`src/rtl/dlx_fetch_stage.sv`:
```
// DLX instruction-fetch stage: owns the PC and a single-outstanding-request imem port,
// feeds the IF/ID register and absorbs one response in a skid buffer across decode stalls.
module dlx_fetch_stage #(
    parameter logic [31:0] RESET_PC  = 32'h0000_0000,
    parameter logic [31:0] NOP_INSTR = 32'h0000_0000
) (
    input  logic        clk,
    input  logic        rst,
    input  logic        stall,
    input  logic        redirect_valid,
    input  logic [31:0] redirect_pc,
    output logic        imem_req,
    output logic [31:0] imem_addr,
    input  logic        imem_gnt,
    input  logic        imem_rvalid,
    input  logic [31:0] imem_rdata,
    output logic        if_id_valid,
    output logic [31:0] if_id_instr,
    output logic [31:0] if_id_pc
);

    localparam int unsigned XLEN = 32;

    typedef enum logic [1:0] {
        S_REQ     = 2'd0,
        S_WAIT    = 2'd1,
        S_BLOCKED = 2'd2
    } state_t;

    state_t          state;
    logic [XLEN-1:0] pc;
    logic [XLEN-1:0] out_pc;
    logic [XLEN-1:0] skid_instr;
    logic [XLEN-1:0] skid_pc;
    logic            skid_valid;
    logic            outstanding;
    logic            squash;

    logic            accept;
    logic            rsp;
    logic [XLEN-1:0] redirect_target;
    logic [XLEN-1:0] pc_plus4;

    // A response only counts while a request is actually in flight.
    assign accept          = imem_req & imem_gnt;
    assign rsp             = imem_rvalid & outstanding;
    assign redirect_target = redirect_pc & ~XLEN'(3);
    assign pc_plus4        = pc + XLEN'(4);

    always_ff @(posedge clk or posedge rst) begin
        if (rst) begin
            state       <= S_REQ;
            pc          <= RESET_PC;
            out_pc      <= '0;
            skid_instr  <= NOP_INSTR;
            skid_pc     <= '0;
            skid_valid  <= 1'b0;
            outstanding <= 1'b0;
            squash      <= 1'b0;
            imem_req    <= 1'b0;
            imem_addr   <= RESET_PC;
            if_id_valid <= 1'b0;
            if_id_instr <= NOP_INSTR;
            if_id_pc    <= '0;
        end else if (redirect_valid) begin
            // Redirect beats stall: flush IF/ID and the skid, restart at the target.
            pc          <= redirect_target;
            if_id_valid <= 1'b0;
            if_id_instr <= NOP_INSTR;
            skid_valid  <= 1'b0;
            if (accept) begin
                // Wrong-path request accepted at this very edge: let it drain, drop its data.
                state       <= S_WAIT;
                outstanding <= 1'b1;
                squash      <= 1'b1;
                imem_req    <= 1'b0;
                out_pc      <= imem_addr;
            end else if (outstanding && !imem_rvalid) begin
                state  <= S_WAIT;
                squash <= 1'b1;
            end else begin
                // Nothing in flight (or its data arrives now and is dropped): refetch next cycle.
                state       <= S_REQ;
                outstanding <= 1'b0;
                squash      <= 1'b0;
                imem_req    <= 1'b1;
                imem_addr   <= redirect_target;
            end
        end else begin
            // IF/ID load priority: skid, then live response, then bubble.
            if (!stall) begin
                if (skid_valid) begin
                    if_id_valid <= 1'b1;
                    if_id_instr <= skid_instr;
                    if_id_pc    <= skid_pc;
                    skid_valid  <= 1'b0;
                end else if (rsp && !squash) begin
                    if_id_valid <= 1'b1;
                    if_id_instr <= imem_rdata;
                    if_id_pc    <= out_pc;
                end else begin
                    if_id_valid <= 1'b0;
                    if_id_instr <= NOP_INSTR;
                end
            end

            case (state)
                S_REQ: begin
                    if (!imem_req) begin
                        imem_req  <= 1'b1;
                        imem_addr <= pc;
                    end else if (imem_gnt) begin
                        state       <= S_WAIT;
                        imem_req    <= 1'b0;
                        outstanding <= 1'b1;
                        out_pc      <= pc;
                        pc          <= pc_plus4;
                    end
                end
                S_WAIT: begin
                    if (rsp) begin
                        outstanding <= 1'b0;
                        if (!squash && stall) begin
                            skid_instr <= imem_rdata;
                            skid_pc    <= out_pc;
                            skid_valid <= 1'b1;
                            state      <= S_BLOCKED;
                        end else begin
                            squash    <= 1'b0;
                            state     <= S_REQ;
                            imem_req  <= 1'b1;
                            imem_addr <= pc;
                        end
                    end
                end
                S_BLOCKED: begin
                    if (!stall) begin
                        state     <= S_REQ;
                        imem_req  <= 1'b1;
                        imem_addr <= pc;
                    end
                end
                default: begin
                    state    <= S_REQ;
                    imem_req <= 1'b0;
                end
            endcase
        end
    end

endmodule

```
`config.mk`:
```
export PLATFORM = sky130hd
export DESIGN_NAME = dlx_fetch_stage
export DESIGN_NICKNAME = d
export VERILOG_FILES = /design/src/rtl/dlx_fetch_stage.sv
export SDC_FILE = /design/constraint.sdc
export NUM_CORES = 1
export LEC_CHECK = 0
export ABC_AREA = 1
export BUFFER_PORTS_ARGS = -buffer_cell sky130_fd_sc_hd__buf_4
export CAP_MARGIN = 20
export CORE_AREA = 4 4 153 192
export DETAILED_ROUTE_END_ITERATION = 16
export DIE_AREA = 0 0 157 196
export HOLD_SLACK_MARGIN = 0.08
export SYNTH_ARGS = -nofsm -noshare
export SYNTH_HDL_FRONTEND = slang
export SYNTH_SLANG_ARGS = --single-unit
export TNS_END_PERCENT = 5
```
`constraint.sdc`:
```
create_clock -name clk -period 7 [get_ports clk]
set_input_delay 1.4 -clock clk [delete_from_list [all_inputs] [get_ports clk]]
set_output_delay 1.4 -clock clk [all_outputs]
set_load 0.005 [all_outputs]
```
## After elaboration in Yosys (flattened, before gate mapping)

Cells that the tools add are included.

- Bits in latches: 0
- Flip-flop bits (word level): 231
- Memories: 0
- Memory bits (writable): 0
- Memory bits (read-only): 0
- Output and inout port bits: 98
- Word-level logic and storage cells: 118

- Multipliers: 0
- Muxes and demuxes: 63
- Reduce and logical (&&, ||, !) cells: 23
- Bitwise operators: 4
- $lt $le $gt $ge: 0
- Div/mod/pow operators: 0
- Eq/ne operators: 14
- Add/sub/neg operators: 1
- Shift operators: 0

Operators by type and width:

| kind | number |
|---|---|
| 2-to-1 mux 32 bit | 22 |
| one-hot mux 32 bit (3 select lines) | 1 |
| adder 32 x 3 -> 32 bit (second input constant) | 1 |
| 2-to-1 mux 1 bit | 31 |
| inequality test 3 bit (second input constant) | 7 |
| AND reduction 4 bit | 4 |
| 2-to-1 mux 2 bit | 6 |
| nonzero test 2 bit | 6 |
| AND reduction 3 bit | 3 |
| AND reduction 7 bit | 1 |
| inequality test 2 bit (second input constant) | 3 |
| one-hot mux 2 bit (3 select lines) | 1 |
| AND reduction 5 bit | 1 |
| inequality test 2 x 1 -> 1 bit (second input constant) | 2 |
| nonzero test 4 bit | 1 |
| logical AND 1 bit | 3 |
| one-hot mux 1 bit (3 select lines) | 1 |
| nonzero test 3 bit | 1 |
| bitwise AND 1 bit | 2 |
| == test 2 x 1 -> 1 bit (second input constant) | 1 |
| == test 2 bit (second input constant) | 1 |
| zero test 1 bit | 2 |
| zero test 2 bit | 1 |
| NOT 1 bit | 2 |
| one-hot mux 1 bit (2 select lines) | 1 |

## Longest topological paths before layout

Gate-level depths: netlist of the first run.

- Depth in word-level cells: 6
- Mapped depth: 11
- Depth with buffers taken out: 11

## Worst setup path before layout of the first run

Ideal clock, no wire load.

- Kind: input port to flip-flop
- Start point: input stall
- End point: register skid_instr[0]
- Library setup time: 0.125 ns
- Path slack: 4.571 ns
- Data arrival time: 2.304 ns
- Stages on the path: 6
- Data required time: 6.875 ns
- Cell sequence: buf_4 -> nand2_1 -> nor2_2 -> nand3_4 -> buf_6 -> mux2_4

- Cells in the longest elaborated chain, start to end: 2

RTL lines:

| what | line | source |
|---|---|---|
| start, declared | 9 | `input logic stall,` |
| logical AND 1 bit | 123 | `if (!squash && stall) begin` |
| AND reduction 4 bit (no line) | -- |  |
| end signal, assigned | 124 | `skid_instr <= imem_rdata;` |
| end, declared | 33 | `logic [XLEN-1:0] skid_instr;` |

Every way passes these cells.
A chain may end at the register's enable or synchronous reset.

## Worst setup path after layout of the first run

- Start point: input redirect_valid
- End point: register skid_pc[29]

- Cells in the longest elaborated chain, start to end: 2

RTL lines:

| what | line | source |
|---|---|---|
| start, declared | 10 | `input logic redirect_valid,` |
| NOT 1 bit (no line) | -- |  |
| AND reduction 4 bit (no line) | -- |  |
| end signal, assigned | 125 | `skid_pc <= out_pc;` |
| end, declared | 34 | `logic [XLEN-1:0] skid_pc;` |

Every way passes these cells.

==> impl_metrics.ini, run 1 <==
[status]
status = complete, no violations

[placement]
globalplace.congestion = 0.826
dpl.hpwl_mm = 18.7
portBuffers = 165
pre_cts_slack_ps = 3340

[global_routing]
gr-total-overflow = 0
track_usage_pct = 17.8
grt_pass1_wl_mm = 44.5
grt_max_degree = 79
antenna_found_initial = 0
grt_pass1_vias = 8295

[timing]
layout_setup_ws_ps = 3950
period_needed_ps = 3050
rsz0062_at_grt = no
worst_pin_slew_ps = 1050
drv_slew = 0
period_share_pct = 43.6
setup_viol = 0
fmax_ghz = 0.328
tns_ps = 0
final.setup_skew_ps = 5.84
maxSlewHeadroom_pct = 29.9
finalHoldViolations = 0

[clock_tree]
cts_tree = yes
cts_resized = 0
cts_root_buf = clkbuf_16
cts.sinks = 225
post_cts_buffers = 0
hold_buffers = 0
cts_made_buffers = 25
h-tree-depth = 1
path_clk_slew_ps = 60
worstSkewPairLatency_ps = 520
cts_buffer_depth = 3

[power]
p_leak_nw = 6.31
max-vdd-ir-drop_mv = 0.162
p_int_mw = 3.37
combPwrFrac_pct = 29.3
power_mw = 5.04
pwr-share-clk_pct = 28.4
sw_frac_of_total_pct = 33.0
p_sw_mw = 1.66
p_seq_share_pct = 42.3
power_density_nw_per_um2 = 391

[floorplan]
die-area_sq_um = 30800
boundaryPins = 168
start_util_pct = 38.6
die_h_um = 196
die_w_um = 157
coreArea_sq_um = 27500
std_cell_rows = 68

[layout]
num-nets-final = 1396
antenna_cells = 0
area_growth_pct = 21.4
drive_above_1_share_pct = 22.4
n_fill_cell = 2692

[critical_path]
regToRegSetupSlack_ps = 4220
end_kind = flip-flop
crit_slowest_cell = nand3_4
critical_path.cell_chain = buf_4, inv_2, nand3_4, buf_4, mux2_4
crit_arrival_ps = 3450
path_buf_inv = 3
max_stage_delay_ps = 560
crit_start = redirect_valid
crit_end = skid_pc[29]$_DFFE_PP0P_
start_kind = input pin
worst-endpoint-required_ps = 7400
crit_cells = 5
crit_family = buffers and inverters
path_common_cell = buf_4
r2r_start = state[1]$_DFFE_PP0P_
crit_fanout = 38
reg2reg_to = pc[24]$_DFFE_PP0P_
crit_type = in -> reg
rr_worst_depth = 11

[drt]
wl_per_cell_um = 16.5
drtIter0Drc = 487
final_antenna_net_count = 0
drtPass1Iterations = 5
num_vias = 8534
drc = 0
via_per_inst = 5.06
totalWireLength_mm = 27.8

[logic_synthesis]
synth_cell_type_count = 36
synth_top_cell_by_area = dfrtp_1
synth-seq-cells = 225
synth_warnings = 0
synth_area_leaders = dfrtp_1 (53%), nand2_1 (11%), mux2_4 (5.2%), a21oi_1 (4.1%), o21ai_0 (3.7%)
syn_inst = 1187
avgSynthCellArea_sq_um = 8.95
yosysSeqAreaShare_pct = 53.0
synthesis.nets = 1262
synthDominantCellAreaShare_pct = 53.0
synthesis.area_sq_um = 10600

[job]
drv_cap = 0

[worst_hold_path]
hp-class = reg -> reg
## power by group through the flow
stage	sequential [mW]	clock (mW)	combinational, mW
detailed placement	2.15	0	1.48
global placement	2.13	0	1.46
floorplan	2.06	0	0.962
global route	2.19	1.52	1.67
finish	2.13	1.43	1.48
CTS	2.13	1.47	1.49
## worst min-delay path, cell delays in order (launching register included)
cell and delay [ps]:
dfrtp_1 340, nand2_1 50, o21ai_0 60
## state kept, by name (all words and copies together) (netlist names)
signal and flops:
skid_pc 31, imem_addr 31, out_pc 31, skid_valid 1
pc 30, if_id_valid 1, if_id_instr 32, state 2
skid_instr 32, outstanding 1, if_id_pc 31, imem_req 1
squash 1
## metal layers
layer | up-vias | track usage [%] | wire, um
met4 | 0 | 5.92 | 817
li1 | 4233 | - | -
met3 | 50 | 2.65 | 1450
met2 | 226 | 29.3 | 13100
met5 | - | 0 | 0
met1 | 4025 | 24.0 | 12500
## worst min-delay path by stage
stage,start,end,slack (ps),depth (start not counted)
2_1_floorplan,skid_instr[15]$_DFFE_PP0P_,skid_instr[15]$_DFFE_PP0P_,450,2
3_3_place_gp,skid_pc[13]$_DFFE_PP0P_,skid_pc[13]$_DFFE_PP0P_,470,2
3_5_place_dp,skid_pc[24]$_DFFE_PP0P_,skid_pc[24]$_DFFE_PP0P_,470,2
4_1_cts,skid_pc[1]$_DFFE_PP0P_,skid_pc[1]$_DFFE_PP0P_,490,2
5_1_grt,skid_pc[1]$_DFFE_PP0P_,skid_pc[1]$_DFFE_PP0P_,500,2
6_report,skid_pc[1]$_DFFE_PP0P_,skid_pc[1]$_DFFE_PP0P_,480,2
## through the flow
stage | utilization (%) | cell area (sq um) | cells | hold WS (ps)
final | 46.9 | 12900 | 1688 | 484
after global routing | 46.9 | 12900 | 1688 | 502
after CTS | 46.8 | 12900 | 1687 | 488
after detailed placement | 43.5 | 12000 | 1643 | 472
after global placement | 43.5 | 12000 | 1643 | 466
after floorplan | - | 10600 | 1187 | 453
## Yosys cell counts, drive strengths merged
| cell | n |
|---|---|
| o22ai | 4 |
| nand4 | 8 |
| and2 | 1 |
| ha | 5 |
| clkbuf | 19 |
| o21ai | 114 |
| nor2 | 110 |
| nor3 | 8 |
| a31oi | 37 |
| mux2 | 38 |
| o31ai | 1 |
| a31o | 15 |
| nand2 | 318 |
| dfrtp | 225 |
| a21oi | 87 |
| buf | 50 |
| o211ai | 9 |
| a32o | 16 |
| inv | 86 |
| nand3 | 36 |
## cell type report
| type | count | area, sq um | share of cell area (%) |
|---|---|---|---|
| Sequential cell | 225 | 5630 | 43.7 |
| Multi-Input combinational cell | 807 | 4250 | 33.0 |
| Timing Repair Buffer | 176 | 1340 | 10.4 |
| Clock buffer | 33 | 716 | 5.55 |
| Tap cell | 350 | 438 | 3.40 |
| Inverter | 86 | 332 | 2.57 |
| Clock inverter | 11 | 184 | 1.43 |
## placed cells by master, fill, tap and decap left out, types with 2 or more instances in the layout
master and instances:
a31o_2 15, dfrtp_1 224, nand3_1 33, clkbuf_16 25, nor2_2 6, inv_4 2
nand4_1 8, nand2_2 3, o22ai_1 2, a21oi_1 87, nand3_2 2, a31oi_1 37
clkbuf_8 6, nand2_1 314, a32o_1 16, nor2_1 100, nor3_1 7, inv_2 4
o21ai_1 35, inv_1 79, clkbuf_1 2, mux2_4 37, bufinv_16 5, nor2_4 4
o22ai_2 2, clkinv_2 5, o21ai_0 78, o211ai_1 9, ha_1 5, buf_4 175
## kinds of logic (layout without fill, tap and decap cells)
kind of cell | after synthesis | in the layout | synth area share [%]
AO/OA/AOI/OAI | 283 | 283 | 15.6
buffers and inverters | 155 | 306 | 6.94
adder cells (fa/ha/maj) | 5 | 5 | 0.589
flip-flops | 225 | 225 | 53.0
multiplexers | 38 | 38 | 5.34
AND/OR/NAND/NOR | 481 | 481 | 18.6
Power figures use the tool's default switching activity.
==> run 2, diff against run 1 <==
==> constraint.sdc (replaced) <==
create_clock -name clk -period 3 [get_ports clk]
set_input_delay 0.6 -clock clk [delete_from_list [all_inputs] [get_ports clk]]
set_output_delay 0.6 -clock clk [all_outputs]
set_load 0.005 [all_outputs]
==> run 2 against run 1 <==
First-iteration DRC count is 3.5% higher; sequential power is 130% higher; global-route usage rose by 0.069 points; combinational power increased by 140%; register-to-register slack worse by 3500 ps; worst setup slack got worse by 3200 ps; clock skew is 8.1 ps higher; via count grew 0.76%; non-clock buffer count is 10 higher; cell count increased by 0.41%; sequential cell count unchanged; hold slack worse by 310 ps.
==> impl_metrics.ini, run 2 (synthesized netlist as in run 1, its figures left out) <==
[layout]
multiInputGateArea_sq_um = 4250
seq_area_sq_um = 5630
drive_above_1_share_pct = 22.6
reg_top3 = if_id_instr x32, skid_instr x32
final_cell_mix = nand2_1 (314), dfrtp_1 (224), buf_4 (181), nor2_1 (100), a21oi_1 (87)
final_common_cell = nand2_1
n_fill_cell = 2689
antenna_cells = 0
num-nets-final = 1405
fin_area_sq_um = 13000
area_growth_pct = 22.0

[clock_tree]
h-tree-depth = 1
cts_made_buffers = 24
worstSkewPairLatency_ps = 520
cts.sinks = 225
cts_resized = 0
path_clk_slew_ps = 60
hold_buffers = 0
cts_tree = yes
cts_root_buf = clkbuf_16
cts_buffer_depth = 3
post_cts_buffers = 0

[timing]
final.setup_skew_ps = 14.0
finalHoldViolations = 0
period_needed_ps = 2300
drv_slew = 0
setup_viol = 0
worst_pin_slew_ps = 889
rsz0062_at_grt = no
tns_ps = 0
fmax_ghz = 0.435
period_share_pct = 76.6
maxSlewHeadroom_pct = 40.7

[drt]
num_vias = 8599
via_per_inst = 5.07
drc = 0
totalWireLength_mm = 28.0
drtIter0Drc = 504
wl_per_cell_um = 16.5
final_antenna_net_count = 0
drtPass1Iterations = 5

[power]
combPwrFrac_pct = 30.0
pwr-share-clk_pct = 27.4
sw_frac_of_total_pct = 33.3
max-vdd-ir-drop_mv = 0.512
p_sw_mw = 3.88
p_int_mw = 7.77
p_seq_share_pct = 42.6
p_leak_nw = 6.34
power_density_nw_per_um2 = 899

[floorplan]
boundaryPins = 168
coreArea_sq_um = 27500
start_util_pct = 38.6
die-area_sq_um = 30800
die_h_um = 196
die_w_um = 157
std_cell_rows = 68

[critical_path]
reg2reg_to = pc[24]$_DFFE_PP0P_
r2r_start = state[0]$_DFFE_PP0P_
worst-endpoint-required_ps = 3410
regToRegSetupSlack_ps = 700
crit_fanout = 15
start_kind = flip-flop
crit_type = reg -> reg
crit_arrival_ps = 2710
rr_worst_depth = 11
end_kind = flip-flop

[placement]
globalplace.congestion = 0.914
dpl.hpwl_mm = 19.3
portBuffers = 165
dpl_cell_area_sq_um = 12100

[job]
drv_cap = 0

[worst_hold_path]
hp-class = in -> async

[global_routing]
gr-total-overflow = 0
antenna_found_initial = 0
grt_max_degree = 62
grt_pass1_vias = 8563
track_usage_pct = 17.8
grt_pass1_wl_mm = 44.8

[status]
status = complete, no violations
-- run 2: critical path: stages, from the launching register on --
cell     delay [ps]
dfrtp_1         410
inv_1           110
ha_1            270
inv_2            80
nor2_4          350
inv_4           150
nand2_2         270
inv_1           210
a21oi_1         150
nand2_1          70
nor2_1           80
nor2_1           40
-- run 2: worst max path at each step --
stage,from,endpoint,slack (ps),cells after the start
detailed placement,redirect_valid,pc[31]$_DFFE_PP0P_,540,11
global placement,redirect_valid,pc[27]$_DFFE_PP0P_,540,11
global route,state[0]$_DFFE_PP0P_,pc[15]$_DFFE_PP0P_,550,10
finish,state[0]$_DFFE_PP0P_,pc[24]$_DFFE_PP0P_,700,11
CTS,state[0]$_DFFE_PP0P_,pc[24]$_DFFE_PP0P_,710,11
floorplan,rst,if_id_instr[0]$_DFFE_PP0N_,-540,1
-- run 2: per-layer routing --
layer / vias to the layer above / GRT usage [%] / routed length [um]
met5: - / 0 / 0
met4: 0 / 5.66 / 799
met1: 4091 / 24.3 / 12500
li1: 4227 / - / -
met3: 47 / 2.38 / 1440
met2: 234 / 29.5 / 13200
-- run 2: area by class of cell --
type / count / share of cell area [%]
flip-flops and latches: 225 / 43.5
clock inverters: 6 / 1.00
inverters: 86 / 2.56
clock buffers: 35 / 5.50
multi-input cells: 807 / 32.8
repair buffers: 186 / 11.3
well taps: 350 / 3.38
-- run 2: power groups by stage --
| stage | Combinational [mW] | Clock [mW] | Sequential (mW) |
|---|---|---|---|
| 2_1_floorplan | 2.24 | 0 | 4.81 |
| 5_1_grt | 3.95 | 3.39 | 5.12 |
| 6_report | 3.50 | 3.19 | 4.96 |
| 3_5_place_dp | 3.53 | 0 | 5.01 |
| 4_1_cts | 3.55 | 3.27 | 4.97 |
| 3_3_place_gp | 3.46 | 0 | 4.97 |
-- run 2: stage by stage --
stage	std cells	hold slack [ps]	setup WS [ps]	utilization (%)	total power, mW
after floorplan	1187	453	-538	-	7.05
after global placement	1654	466	544	44.1	8.43
after detailed placement	1654	473	536	44.1	8.54
after CTS	1695	177	708	47.1	11.8
after global routing	1695	201	547	47.1	12.5
final	1695	173	701	47.1	11.7
==> run 3, diff against run 2 <==
==> constraint.sdc (replaced) <==
create_clock -name clk -period 2.2 [get_ports clk]
set_input_delay 0.44 -clock clk [delete_from_list [all_inputs] [get_ports clk]]
set_output_delay 0.44 -clock clk [all_outputs]
set_load 0.005 [all_outputs]
==> run 3 against run 2 <==
Die area stayed put; cell count up 0.77%; clock skew is 4.2 ps lower; largest cell class unchanged.
==> impl_metrics.ini, run 3 (synthesized netlist as in run 1, its figures left out) <==
[timing]
rsz0062_at_grt = no
layout_setup_ws_ps = 340
worst_pin_slew_ps = 451
final.setup_skew_ps = 9.75
setup_viol = 0
period_share_pct = 84.5
maxSlewHeadroom_pct = 69.8
drv_slew = 0
finalHoldViolations = 0
fmax_ghz = 0.538
tns_ps = 0
period_needed_ps = 1860

[layout]
antenna_cells = 0
reg_top3 = if_id_instr x32, skid_instr x32
final_cells = 1708
final_common_cell = nand2_1
drive_above_1_share_pct = 23.4
fin_area_sq_um = 13100
num-nets-final = 1415
area_growth_pct = 23.6
final_cell_mix = nand2_1 (314), dfrtp_1 (224), buf_4 (185), nor2_1 (100), a21oi_1 (87)

[critical_path]
end_kind = flip-flop
crit_arrival_ps = 2270
worst-endpoint-required_ps = 2610
crit_type = reg -> reg
rr_worst_depth = 11
crit_start = state[0]$_DFFE_PP0P_
reg2reg_to = pc[24]$_DFFE_PP0P_
crit_fanout = 15
regToRegSetupSlack_ps = 340
r2r_start = state[0]$_DFFE_PP0P_
start_kind = flip-flop
crit_end = pc[24]$_DFFE_PP0P_

[drt]
drtIter0Drc = 572
totalWireLength_mm = 27.6
drc = 0
drtPass1Iterations = 5
via_per_inst = 5.02
wl_per_cell_um = 16.2
final_antenna_net_count = 0
num_vias = 8573

[placement]
pre_cts_slack_ps = 210
placed_cells = 1662
globalplace.congestion = 0.903
dpl_cell_area_sq_um = 12200
portBuffers = 165
dpl.hpwl_mm = 19.4

[floorplan]
die_w_um = 157
die_h_um = 196
die-area_sq_um = 30800
coreArea_sq_um = 27500
std_cell_rows = 68
boundaryPins = 168
start_util_pct = 38.6

[clock_tree]
cts_tree = yes
worstSkewPairLatency_ps = 520
path_clk_slew_ps = 60
cts_made_buffers = 25
cts.sinks = 225
h-tree-depth = 1
cts_buffer_depth = 3
post_cts_buffers = 0
cts_root_buf = clkbuf_16

[worst_hold_path]
hold_start = imem_rdata[2]
hp-class = in -> reg

[global_routing]
grt_max_degree = 61
track_usage_pct = 17.9
grt_pass1_vias = 8494
antenna_found_initial = 0
gr-total-overflow = 0
grt_pass1_wl_mm = 45.2

[power]
p_leak_nw = 6.42
max-vdd-ir-drop_mv = 0.636
power_density_nw_per_um2 = 1220

[status]
status = complete, no violations

[job]
drv_cap = 0
==> run 3: worst min path at each step <==
stage	to	slack (ps)	depth (start not counted)
floorplan	skid_instr[15]$_DFFE_PP0P_	450	2
global placement	skid_pc[30]$_DFFE_PP0P_	470	2
detailed placement	skid_pc[13]$_DFFE_PP0P_	470	2
CTS	skid_instr[2]$_DFFE_PP0P_	140	2
global route	skid_instr[6]$_DFFE_PP0P_	150	2
finish	skid_instr[2]$_DFFE_PP0P_	160	2
==> run 3: critical path, stage by stage, from the launching register on <==
cell,delay (ps)
dfrtp_1,400
inv_1,100
ha_1,260
inv_2,80
nor2_4,140
inv_4,90
nand2_4,160
inv_1,160
a21oi_1,150
nand2_1,60
nor2_1,90
nor2_1,50
==> run 3: area by class of cell <==
class	instances	area (sq um)
clock inverter	11	174
inverter	86	332
fill	2672	14400
sequential	225	5630
clock buffer	34	719
multi-input combinational	807	4260
tap	350	438
timing repair buffer	195	1580
==> run 3: what timing repair did <==
item,CTS,global route
hold buffers,1,0
endpoints found under the hold margin,9,0
setup endpoints to repair,0,2
gates resized for setup,0,1
==> run 3: metal layers <==
metal / vias up / GRT usage [%] / wire [um]
met5: - / 0 / 0
met4: 0 / 4.44 / 539
met3: 34 / 2.25 / 1350
met2: 205 / 29.7 / 13200
met1: 4061 / 25.0 / 12500
li1: 4273 / - / -
==> run 3: where the power goes <==
group          switching (mW)  leakage (nW)  internal (mW)
sequential               1.12          2.85           5.65
combinational            2.50          3.14           2.32
clock                    1.71         0.428           2.76
==> run 3: metrics by stage <==
stage | total power [mW] | hold WS (ps) | utilization [%]
after floorplan | 9.62 | 453 | -
after global placement | 11.6 | 465 | 44.5
after detailed placement | 11.7 | 473 | 44.5
after CTS | 16.3 | 143 | 47.8
after global routing | 17.2 | 145 | 47.8
final | 16.1 | 164 | 47.8
